[src/rtl/bcd_scan_disp.sv]
`default_nettype none
// ============================================================================
//  Module      : bcd_scan_disp
//  Description : Sequential binary-to-BCD converter (double dabble, one
//                iteration per clock) for a mod-120 count, followed by a
//                3-digit multiplexed active-low 7-segment scanner with
//                leading-zero blanking and a terminal-count decimal point.
//  Revision    : 1.0 - initial release
// ============================================================================
module bcd_scan_disp #(
    parameter int SCAN_DIV = 4
) (
    input  logic        Clk,
    input  logic        MR,
    input  logic [7:0]  Bin,
    input  logic        TCin,
    output logic [11:0] Bcd,
    output logic        Valid,
    output logic        Err,
    output logic [6:0]  Seg,
    output logic [2:0]  An,
    output logic        Dp
);

    localparam int c_PRE_W = (SCAN_DIV > 1) ? $clog2(SCAN_DIV) : 1;
    localparam logic [c_PRE_W-1:0] c_PRE_LAST = c_PRE_W'(SCAN_DIV - 1);
    localparam logic [6:0] c_SEG_BLANK = 7'b1111111;

    typedef enum logic [1:0] {
        ST_IDLE = 2'd0,
        ST_CONV = 2'd1,
        ST_DONE = 2'd2
    } state_t;

    // ------------------------------------------------------------------------
    // Converter state
    // ------------------------------------------------------------------------
    state_t        r_state;
    state_t        w_state_nxt;
    logic          w_capture;
    logic          r_force;
    logic [2:0]    r_iter;
    logic [7:0]    r_last;
    // {hundreds, tens, units, binary} working register
    logic [19:0]   r_shift;
    logic [19:0]   w_adj;
    logic [19:0]   w_dd;
    logic [11:0]   r_bcd;
    logic          r_valid;
    logic          r_err;

    // ------------------------------------------------------------------------
    // Scanner state
    // ------------------------------------------------------------------------
    logic [c_PRE_W-1:0] r_pre;
    logic [1:0]         r_idx;
    logic               r_tc;
    logic [6:0]         r_seg;
    logic [2:0]         r_an;
    logic               r_dp;
    logic [3:0]         w_nib;
    logic               w_blank;
    logic [6:0]         w_seg;
    logic [2:0]         w_an;

    // State register for the converter FSM
    always_ff @(posedge Clk or negedge MR) begin
        if (!MR) begin
            r_state <= ST_IDLE;
        end else begin
            r_state <= w_state_nxt;
        end
    end

    // Next-state logic; a capture happens on a new value or after reset
    always_comb begin
        w_state_nxt = r_state;
        w_capture   = 1'b0;
        case (r_state)
            ST_IDLE: begin
                if ((Bin != r_last) || r_force) begin
                    w_capture   = 1'b1;
                    w_state_nxt = ST_CONV;
                end
            end
            ST_CONV: begin
                if (r_iter == 3'd7) begin
                    w_state_nxt = ST_DONE;
                end
            end
            ST_DONE: begin
                w_state_nxt = ST_IDLE;
            end
            default: begin
                w_state_nxt = ST_IDLE;
            end
        endcase
    end

    // One double-dabble step: add 3 to BCD nibbles >= 5, then shift left
    always_comb begin
        w_adj          = r_shift;
        w_adj[11:8]    = (r_shift[11:8]  >= 4'd5) ? r_shift[11:8]  + 4'd3 : r_shift[11:8];
        w_adj[15:12]   = (r_shift[15:12] >= 4'd5) ? r_shift[15:12] + 4'd3 : r_shift[15:12];
        w_adj[19:16]   = (r_shift[19:16] >= 4'd5) ? r_shift[19:16] + 4'd3 : r_shift[19:16];
        w_dd           = w_adj << 1;
    end

    // Converter datapath: capture, iterate, then publish result with a pulse
    always_ff @(posedge Clk or negedge MR) begin
        if (!MR) begin
            r_force <= 1'b1;
            r_iter  <= 3'd0;
            r_last  <= 8'd0;
            r_shift <= 20'd0;
            r_bcd   <= 12'd0;
            r_valid <= 1'b0;
            r_err   <= 1'b0;
        end else begin
            r_valid <= 1'b0;
            case (r_state)
                ST_IDLE: begin
                    if (w_capture) begin
                        r_shift <= {12'd0, Bin};
                        r_last  <= Bin;
                        r_force <= 1'b0;
                        r_iter  <= 3'd0;
                    end
                end
                ST_CONV: begin
                    r_shift <= w_dd;
                    r_iter  <= r_iter + 3'd1;
                end
                ST_DONE: begin
                    r_bcd   <= r_shift[19:8];
                    r_err   <= (r_last > 8'd119);
                    r_valid <= 1'b1;
                end
                default: begin
                    r_valid <= 1'b0;
                end
            endcase
        end
    end

    // Digit select, blanking and segment decode for the current index
    always_comb begin
        w_nib   = r_bcd[3:0];
        w_blank = 1'b0;
        w_an    = 3'b111;
        case (r_idx)
            2'd0: begin
                w_nib = r_bcd[3:0];
                w_an  = 3'b110;
            end
            2'd1: begin
                w_nib   = r_bcd[7:4];
                w_blank = (r_bcd[11:8] == 4'd0) && (r_bcd[7:4] == 4'd0);
                w_an    = 3'b101;
            end
            2'd2: begin
                w_nib   = r_bcd[11:8];
                w_blank = (r_bcd[11:8] == 4'd0);
                w_an    = 3'b011;
            end
            default: begin
                w_blank = 1'b1;
            end
        endcase

        case (w_nib)
            4'd0:    w_seg = 7'b1000000;
            4'd1:    w_seg = 7'b1111001;
            4'd2:    w_seg = 7'b0100100;
            4'd3:    w_seg = 7'b0110000;
            4'd4:    w_seg = 7'b0011001;
            4'd5:    w_seg = 7'b0010010;
            4'd6:    w_seg = 7'b0000010;
            4'd7:    w_seg = 7'b1111000;
            4'd8:    w_seg = 7'b0000000;
            4'd9:    w_seg = 7'b0010000;
            default: w_seg = c_SEG_BLANK;
        endcase
        if (w_blank) begin
            w_seg = c_SEG_BLANK;
        end
    end

    // Scanner: prescaler, digit index and registered display drive
    always_ff @(posedge Clk or negedge MR) begin
        if (!MR) begin
            r_pre <= '0;
            r_idx <= 2'd0;
            r_tc  <= 1'b0;
            r_seg <= c_SEG_BLANK;
            r_an  <= 3'b111;
            r_dp  <= 1'b1;
        end else begin
            r_tc  <= TCin;
            r_seg <= w_seg;
            r_an  <= w_an;
            r_dp  <= !((r_idx == 2'd0) && r_tc);
            if (r_pre == c_PRE_LAST) begin
                r_pre <= '0;
                r_idx <= (r_idx == 2'd2) ? 2'd0 : r_idx + 2'd1;
            end else begin
                r_pre <= r_pre + c_PRE_W'(1);
            end
        end
    end

    assign Bcd   = r_bcd;
    assign Valid = r_valid;
    assign Err   = r_err;
    assign Seg   = r_seg;
    assign An    = r_an;
    assign Dp    = r_dp;

endmodule
`default_nettype wire

[config.mk]
export PLATFORM = sky130hd
export DESIGN_NAME = bcd_scan_disp
export DESIGN_NICKNAME = d
export VERILOG_FILES = /design/src/rtl/bcd_scan_disp.sv
export SDC_FILE = /design/constraint.sdc
export NUM_CORES = 1
export LEC_CHECK = 0
export ABC_AREA = 1
export ABC_CLOCK_PERIOD_IN_PS = 1900
export CAP_MARGIN = 40
export CORE_UTILIZATION = 23
export DETAILED_ROUTE_END_ITERATION = 10
export PLACE_DENSITY = 0.44
export SYNTH_ARGS = -nofsm -noshare
export SYNTH_HDL_FRONTEND = slang
export SYNTH_SLANG_ARGS = --single-unit
[constraint.sdc]
create_clock -name Clk -period 1.9 [get_ports Clk]
set_input_delay 0.19 -clock Clk [delete_from_list [all_inputs] [get_ports Clk]]
set_output_delay 0.19 -clock Clk [all_outputs]
set_load 0.01 [all_outputs]
# Word level (Yosys, flattened, before mapping)
# Memories as Yosys holds them, arrays and structs flattened.
# Index checks and enable logic that the tools add are counted.
# W data, S select, Z words.
[totals] out_inout_bits=25 romBits=112 mem_count=1 in_bits=11 wordCells=66 regBits=64
[mem_list] memory="(no name shown)" depth=16 width=7 rd=1 rd_clocked_by_memory_dff=0 write_ports=0 line="171" source="case (w_nib)"
[op_classes] n_reduce_logical=12 order_cmp=4 n_mux=19 addsub=6 n_eq_ne=10
[op_table] cell="$pmux W20 S2" n=1
[op_table] cell="$mux W20" n=1
[op_table] cell="$ge A4 B3 Y1 const B" n=3
[op_table] cell="$pmux W3 S3" n=1
[op_table] cell="$add A4 B2 Y4 const B" n=2
[op_table] cell="$gt A8 B7 Y1 const B" n=1
[op_table] cell="$logic_not A4 Y1" n=2
[op_table] cell="$mux W2" n=4
[op_table] cell="$mux W4" n=2
[op_table] cell="$ne A8 B8 Y1" n=1
[op_table] cell="$pmux W4 S2" n=1
[op_table] cell="$mux W7" n=1
[op_table] cell="$eq A2 B2 Y1 const B" n=3
[op_table] cell="$mux W3" n=2
[op_table] cell="$ne A2 B2 Y1 const B" n=3
[op_table] cell="$pmux W3 S2" n=1
[op_table] cell="$reduce_and A2 Y1" n=3
[op_table] cell="$add A2 B1 Y2 const B" n=2
[op_table] cell="$eq A2 B1 Y1 const B" n=2
[op_table] cell="$logic_not A2 Y1" n=2
[op_table] cell="$pmux W2 S2" n=1
[op_table] cell="$add A3 B1 Y3 const B" n=1
[op_table] cell="$add A3 B2 Y3 const B" n=1
[op_table] cell="$eq A3 B3 Y1 const B" n=1
[op_table] cell="other kinds (6)" n=9

# Depth between registers and ports, before layout
# Gate-level depths: netlist of run 1.
[depth] depth_word=6 ltp_mapped=12

# Least setup slack after synthesis of run 1
# OpenSTA, ideal clock, no wires.
[synth_path] kind="reg-to-reg" from="register r_idx[0]" to="register r_seg[3] (netlist: Seg[3])" t_required_ps=1839 arrival_ps=1818 setup_time_ps=61 n_path_buf=1 period_less_slack_ps=1879 setup_slack_ps=21 path_stages_with_launch=11 cell_sequence="dfrtp_1 > inv_1 > ha_1 > buf_4 > o21ai_0 > inv_1 > ha_1 > inv_1 > o22ai_1 > nand2_1 > nand2_1"
[synth_via] elab_chain_cells=4
[synth_rtl] element="start: declaration" line="56" source="logic [1:0] r_idx;"
[synth_rtl] element="start signal: assignment" line="205" source="r_idx <= (r_idx == 2'd2) ? 2'd0 : r_idx + 2'd1;"
[synth_rtl] element="$eq A2 B2 Y1 or $eq A2 B1 Y1 (tied branches)" line="151" source="case (r_idx)"
[synth_rtl] element="$pmux W4 S2" line="151"
[synth_rtl] element="$mem_v2 Z16 W7"
[synth_rtl] element="$mux W7 (*)" line="184" source="if (w_blank) begin"
[synth_rtl] element="net w_seg[3]" line="63" source="logic [6:0] w_seg;"
[synth_rtl] element="end signal: assignment" line="195" source="r_seg <= c_SEG_BLANK;"
[synth_rtl] element="end signal: assignment" line="200" source="r_seg <= w_seg;"
[synth_rtl] element="end: declaration" line="58" source="logic [6:0] r_seg;"
# The timed path passes the listed nets; every way through them passes the cells marked *.
# A chain may end at the register's enable or synchronous reset.

# Worst setup path in the final report of run 1
# Ends and elaborated chain as after synthesis.

==> impl_metrics.csv, run 1 <==
group,metric,value,unit
clock_network,cts-root-buf,"sky130_fd_sc_hd__clkbuf_16",
floorplanning,placement_rows,42,
drt,vias,2543,
setup_path,cp-start-kind,"register",
setup_path,worst_path_dominant_cell_family,"adder cells",
finish,syn2layout_area_growth,30.48,%
placed_design,dp_hpwl,4653,um
drt,drt-total-wl,6645,um
finish,finish.instance_area,4194,sq um
grt,vias_in_the_first_global_route,2501,
synth,seq_area_frac_synth,50.29,%
placed_design,numPortBuffers,35,
drt,wl_met3,355,um
sta,timing.final.crit_period,1761,ps
floorplanning,fp.dieW,120.2,um
placed_design,global_placer_s_final_weighted_congestion,0.7858,
grt,remaining_overflow_grt,0,
drt,met1Wirelength,3232,um
drt,route.top_layer_used,"met4",
drt,route.detailed.wl_per_inst,10.79,um
drt,drt_first_iter_violations,151,
synth,yosys_most_used_dff,"sky130_fd_sc_hd__dfrtp_1",
floorplanning,floorplan.initialDensity,23.89,%
clock_network,clockBufferDepth,2,
sta,grt_setup_unrepaired,"false",
clock_network,tritoncts,"done",
drt,route.antenna.remaining_nets,0,
floorplanning,design.core.area,13450,sq um
finish,final_layout_size_suffix_gt1_share,15.00,%
clock_network,htree_levels,3,
sta,final-max-slew-violation-count,0,
placed_design,numPlacedInstances,599,
run,maxCapViolCount,0,
pwr,post-layout-total-power,6671,uW
setup_path,worstPathMaxFanout,8,
drt,routed_met2_length,2962,um
sta,finalCritPeriodShare,92.68,%
synth,post-synth-top-area-cell,"sky130_fd_sc_hd__dfrtp_1",
setup_path,crit_path_max_cell_delay,350,ps
synth,yosysWarningCount,0,
run_status,status,"finished, final reports clean",
grt,grt_pass1_wl,11590,um
setup_path,cp.arrival,2020,ps
sta,fin_worst_hold_slack,328.9,ps
synth,synth_edf_count,0,
sta,report.final.hold_viol_count,0,
sta,max_slew.worst_pin.slew,434.7,ps
pwr,irDropWorstVdd,0.4411,mV
clock_network,clkTransAtPathRegs,50,ps
synth,synth.cell_area,3214,sq um
synth,postSynthAreaPerCell,8.414,sq um
synth,yosys.cell_types.count,27,
pwr,power.static_leakage,0.002059,uW
synth,proportion_of_netlist_area_held_by_the_largest_area_contributor,40.48,%
clock_network,cts.repair_timing.setup_buffer_count,0,
finish,final_cell_count_no_fill,616,
worst_hold_path,worst_hold_path_type,"in -> reg",
synth,synthesis.instances,382,
floorplanning,die_h,120.2,um
synth,synth.top_cells.by_area,"sky130_fd_sc_hd__dfrtp_1 40%, sky130_fd_sc_hd__nand2_1 14%, sky130_fd_sc_hd__dfstp_2 9.8%",
setup_path,cp_cell_instances,"inv_2 > ha_4 > inv_1 > nand2_1 > a21boi_2 > inv_1 > ha_1 > inv_1 > o22ai_1 > nand2_1 > nand2_1",
clock_network,numClockSinks,64,
grt,pin_count_of_the_biggest_net_entering_global_routing,65,
setup_path,cp_data_required_time,2160,ps
setup_path,setup.worst_path.class,"reg -> reg",
finish,fillers,1458,
sta,fin_skew,5.237,ps
floorplanning,pin_count,36,
synth,synth_commonest_cells,"119 x sky130_fd_sc_hd__nand2_1, 52 x sky130_fd_sc_hd__dfrtp_1, 47 x sky130_fd_sc_hd__inv_1",
synth,synth.most_common_cell,"sky130_fd_sc_hd__nand2_1",
finish,num_antenna_cells,0,
sta,fmaxAchievable,567.9,MHz
pwr,power_per_cell_area,1591,nW/um^2
grt,grt_util_all_layers,10.15,%
sta,worst_rel_slew_slack,70.91,%
setup_path,critical-path-slowest-cell,"sky130_fd_sc_hd__dfrtp_1",
sta,finalSetupViolCount,0,
synth,synth_seq_cells,64,
floorplanning,dieArea,14450,sq um
setup_path,path_buf_inv,4,
synth,mappedNetlistNets,411,
drt,detailedRoute.firstPassIterationCount,4,
grt,antenna_found_initial,0,
setup_path,endpoint_kind,"register",
sta,timing.setup.tns,0,ps
clock_network,cts-buffers-inserted,9,
drt,remaining_drc_errors,0,
clock_network,clk-insertion-delay-late,330,ps
synth,asyncSetResetFlopFracSynth,100.0,%
drt,detail_route.vias_per_cell,4.128,
finish,final_net_count,464,
placed_design,post_dp_cell_area,3861,sq um
==> placed cells by master (no fill, tap or decap), drive strengths merged <==
cell type / netlist / routed
ha: 18 / 18
o211ai: 2 / 2
nand4: 1 / 1
clkdlybuf4s50: 0 / 34
clkinv: 0 / 3
dlygate4sd3: 0 / 1
or2: 1 / 1
o22ai: 2 / 2
o21ai: 41 / 41
inv: 48 / 48
nor2: 17 / 17
nand3: 36 / 36
xor2: 3 / 3
a21boi: 3 / 3
a21oi: 13 / 13
clkbuf: 3 / 13
nand2: 121 / 121
o21a: 1 / 1
dfstp: 12 / 12
dfrtp: 52 / 52
buf: 8 / 18
==> sequential cells by signal, indices dropped and copies added (netlist names), 2 cells and up <==
name	count
An	3
Bcd	12
Seg	7
r_idx	2
r_iter	3
r_last	8
r_pre	2
r_shift	20
r_state	2
==> report_power, final <==
group | internal [uW] | switching [uW]
logic | 1220 | 1530
clock network | 981 | 555
registers | 1960 | 432
==> worst reg2reg max path, stage by stage (launching register included) <==
cell                       delay [ps]
sky130_fd_sc_hd__dfrtp_1          350
sky130_fd_sc_hd__inv_2             70
sky130_fd_sc_hd__ha_4             320
sky130_fd_sc_hd__inv_1             50
sky130_fd_sc_hd__nand2_1           40
sky130_fd_sc_hd__a21boi_2         160
sky130_fd_sc_hd__inv_1             80
sky130_fd_sc_hd__ha_1             290
sky130_fd_sc_hd__inv_1             40
sky130_fd_sc_hd__o22ai_1          160
sky130_fd_sc_hd__nand2_1           70
sky130_fd_sc_hd__nand2_1           60
==> layout make-up <==
| cell class | count | area (sq um) | share of cell area [%] |
|---|---|---|---|
| multi-input combinational | 259 | 1384 | 33.00 |
| tap | 176 | 220.2 | 5.251 |
| timing repair buffer | 53 | 508.0 | 12.11 |
| clock buffer | 13 | 270.3 | 6.444 |
| inverter | 48 | 180.2 | 4.296 |
| clock inverter | 3 | 15.01 | 0.3580 |
| sequential | 64 | 1617 | 38.54 |
==> per-layer routing <==
| metal | global-route usage [%] | vias to the layer above |
|---|---|---|
| li1 | - | 1324 |
| met1 | 12.71 | 1152 |
| met2 | 15.98 | 58 |
| met3 | 3.491 | 9 |
| met4 | 4.012 | 0 |
| met5 | 0 | - |
==> worst paths after layout <==
| kind | start | slack (ps) | depth (start not counted) | to |
|---|---|---|---|---|
| hold reg to reg | r_tc | 380 | 1 | Dp |
| max in group asynchronous | MR | 1180 | 3 | r_force |
| setup / recovery | r_idx[0] | 140 | 11 | Seg[3] |
| setup reg to reg | r_idx[0] | 140 | 11 | Seg[3] |
| min in group asynchronous | MR | 410 | 3 | r_tc |
| hold / removal | TCin | 330 | 1 | r_tc |
==> cells by family (layout without fill, tap and decap cells) <==
| group | count (synthesis) | count (layout) | share of synthesized area (%) |
|---|---|---|---|
| xor gates and xnor gates | 3 | 3 | 0.8176 |
| DFF | 64 | 64 | 50.29 |
| adders and majority gates | 18 | 18 | 7.007 |
| buffers and inverters | 59 | 117 | 7.824 |
| AOI/OAI and AO/OA | 62 | 62 | 10.55 |
| and+or+nand+nor | 176 | 176 | 23.51 |
==> timing repair <==
item / CTS / global route
setup endpoints to repair: 1 / 6
hold buffers: 1 / 0
pin swaps: 0 / 1
hold endpoints to repair: 52 / 0
resized for setup: 1 / 8
==> per-stage QoR <==
stage | utilization [%] | worst slack, ps
after floorplan | - | 21.25
after global placement | 28.70 | 45.85
after detailed placement | 28.70 | 12.74
after CTS | 30.92 | 39.37
after global routing | 31.18 | 10.87
final | 31.18 | 139.0
Note: power is estimated with default switching activity, not from simulation.
==> inputs of run 2 (changes only) <==
--- a/config.mk
+++ b/config.mk
@@ -11,6 +11,7 @@
 export CORE_UTILIZATION = 23
 export DETAILED_ROUTE_END_ITERATION = 10
 export PLACE_DENSITY = 0.44
+export SLEW_MARGIN = 20
 export SYNTH_ARGS = -nofsm -noshare
 export SYNTH_HDL_FRONTEND = slang
 export SYNTH_SLANG_ARGS = --single-unit
==> results of run 2 <==
Same layout as run 1: the final DEF is identical, and so are final timing and power.
==> inputs of run 3 (changes only) <==
--- a/config.mk
+++ b/config.mk
@@ -9,6 +9,7 @@
 export ABC_CLOCK_PERIOD_IN_PS = 1900
 export CAP_MARGIN = 40
 export CORE_UTILIZATION = 23
+export CTS_BUF_LIST = sky130_fd_sc_hd__clkbuf_4 sky130_fd_sc_hd__clkbuf_8
 export DETAILED_ROUTE_END_ITERATION = 10
 export PLACE_DENSITY = 0.44
 export SLEW_MARGIN = 20
==> impl_metrics.csv, run 3 (synthesis gave the netlist of run 1 again) <==
group,metric,value,unit
worst_hold_path,worstHoldEndpoint,"r_tc",
setup_path,endpoint_kind,"register",
finish,flip_flop_count_of_the_largest_register_after_layout,20,
placed_design,numPortBuffers,35,
placed_design,post_dp_cell_area,3861,sq um
grt,vias_in_the_first_global_route,2493,
clock_network,tritoncts,"done",
finish,max_flop_register,"r_shift",
sta,grt_setup_unrepaired,"false",
sta,report.final.hold_viol_count,0,
setup_path,cp_data_required_time,2180,ps
sta,fmaxAchievable,565.8,MHz
finish,num_antenna_cells,0,
drt,route.antenna.remaining_nets,0,
pwr,power_per_cell_area,1518,nW/um^2
sta,final-max-slew-violation-count,0,
floorplanning,fp.dieW,120.2,um
setup_path,setup.worst_path.class,"reg -> reg",
run,maxCapViolCount,0,
placed_design,global_placer_s_final_weighted_congestion,0.7858,
grt,pin_count_of_the_biggest_net_entering_global_routing,65,
floorplanning,pin_count,36,
clock_network,cts.repair_timing.setup_buffer_count,0,
clock_network,numClockSinks,64,
setup_path,critical-path-slowest-cell,"sky130_fd_sc_hd__dfrtp_1",
sta,worst_rel_slew_slack,71.35,%
worst_hold_path,worst_hold_path.num_cells,1,
worst_hold_path,worst_hold_path_type,"in -> reg",
setup_path,worst_path_dominant_cell_family,"adder cells",
clock_network,clkTransAtPathRegs,70,ps
sta,fin_skew,8.285,ps
grt,antenna_found_initial,0,
drt,drt_first_iter_violations,150,
setup_path,cp-start-kind,"register",
drt,vias,2551,
setup_path,r2r_cells,11,
setup_path,path_buf_inv,4,
finish,layout_common_cells,"119 x sky130_fd_sc_hd__nand2_1, 52 x sky130_fd_sc_hd__dfrtp_1, 45 x sky130_fd_sc_hd__inv_1, 39 x sky130_fd_sc_hd__o21ai_0, 34 x sky130_fd_sc_hd__clkdlybuf4s50_1",
setup_path,cp_cell_instances,"inv_2 > ha_4 > inv_1 > nand2_1 > a21boi_2 > inv_1 > ha_1 > inv_1 > o22ai_1 > nand2_1 > nand2_1",
sta,finalCritPeriodShare,93.02,%
run_status,status,"finished, final reports clean",
drt,route.detailed.wl_per_inst,10.79,um
drt,detailedRoute.firstPassIterationCount,4,
finish,mostFrequentLayoutCell,"sky130_fd_sc_hd__nand2_1",
drt,drt-total-wl,6649,um
setup_path,crit_path_max_cell_delay,360,ps
clock_network,cts-root-buf,"sky130_fd_sc_hd__clkbuf_8",
grt,grt_util_all_layers,10.19,%
floorplanning,design.core.area,13450,sq um
placed_design,dp_hpwl,4653,um
pwr,irDropWorstVdd,0.4186,mV
finish,syn2layout_area_growth,27.44,%
worst_hold_path,min_from,"TCin",
clock_network,htree_levels,3,
floorplanning,placement_rows,42,
sta,timing.setup.tns,0,ps
sta,timing.final.crit_period,1767,ps
setup_path,timing.reg2reg.setup_slack,130,ps
grt,remaining_overflow_grt,0,
placed_design,numPlacedInstances,599,
sta,finalSetupViolCount,0,
pwr,power.static_leakage,0.002016,uW
clock_network,clk-insertion-delay-late,350,ps
setup_path,worstPathMaxFanout,8,
finish,final_net_count,464,
finish,final_cell_count_no_fill,616,
setup_path,regToRegEndpoint,"Seg[3]",
floorplanning,die_h,120.2,um
floorplanning,floorplan.initialDensity,23.89,%
clock_network,cts-buffers-inserted,9,
sta,max_slew.worst_pin.slew,428.2,ps
drt,detail_route.vias_per_cell,4.141,
finish,finish.instance_area,4096,sq um
clock_network,clockBufferDepth,2,
floorplanning,dieArea,14450,sq um
setup_path,worstReg2RegStart,"r_idx[0]",
drt,remaining_drc_errors,0,
finish,final_layout_size_suffix_gt1_share,15.23,%
setup_path,cp.arrival,2050,ps
grt,grt_pass1_wl,11560,um
run 3: cell counts in the layout (fill, tap and decap cells not counted):
Identical to the previous run, type by type.
run 3: worst max-delay path by stage:
stage / startpoint / depth (start not counted) / endpoint / slack (ps)
after floorplan: r_idx[0] / 10 / Seg[3] / 20
after global placement: r_idx[0] / 11 / Seg[3] / 50
after detailed placement: r_idx[0] / 11 / Seg[3] / 10
after CTS: r_idx[0] / 9 / Seg[3] / 30
after global routing: r_idx[1] / 11 / Seg[3] / 5
final: r_idx[0] / 11 / Seg[3] / 130
run 3: what timing repair did:
item | in CTS | in global routing
pin swaps | 0 | 1
setup endpoints to repair | 1 | 6
endpoints found under the hold margin | 52 | 0
hold buffers | 1 | 0
gates resized for setup | 1 | 8
run 3: routing by layer:
| metal | part of all wire [%] | track usage, % |
|---|---|---|
| met1 | 49 | 12.70 |
| met2 | 44 | 15.91 |
| met3 | 5.5 | 3.538 |
| met4 | 1.7 | 4.398 |
| met5 | 0 | 0 |
run 3: power breakdown:
part / internal [uW] / leakage, uW / switching (uW) / total [uW]
Clock: 588 / 0.000103 / 503 / 1090
Combinational: 1220 / 0.00114 / 1520 / 2740
Sequential: 1960 / 0.000774 / 432 / 2390
run 3: layout make-up:
type                    instances  area, sq um
flip-flops and latches         64         1617
clock inverters                 3        15.01
well taps                     176        220.2
multi-input cells             259         1384
clock buffers                  13        172.7
inverters                      48        180.2
repair buffers                 53        508.0
fillers                      1472         9356
run 3: per-stage QoR:
stage,power (uW),hold WS [ps],utilization [%],setup slack (ps)
after floorplan,4168,-105.6,-,21.25
after global placement,5150,236.7,28.70,45.85
after detailed placement,5191,235.4,28.70,12.74
after CTS,6335,278.9,30.19,32.73
after global routing,6864,274.2,30.45,4.530
final,6220,308.0,30.45,132.6
run 3: worst reg2reg max path: stages, from the launching register on:
cell	delay, ps
sky130_fd_sc_hd__dfrtp_1	360
sky130_fd_sc_hd__inv_2	80
sky130_fd_sc_hd__ha_4	320
sky130_fd_sc_hd__inv_1	50
sky130_fd_sc_hd__nand2_1	40
sky130_fd_sc_hd__a21boi_2	160
sky130_fd_sc_hd__inv_1	80
sky130_fd_sc_hd__ha_1	290
sky130_fd_sc_hd__inv_1	40
sky130_fd_sc_hd__o22ai_1	160
sky130_fd_sc_hd__nand2_1	70
sky130_fd_sc_hd__nand2_1	60
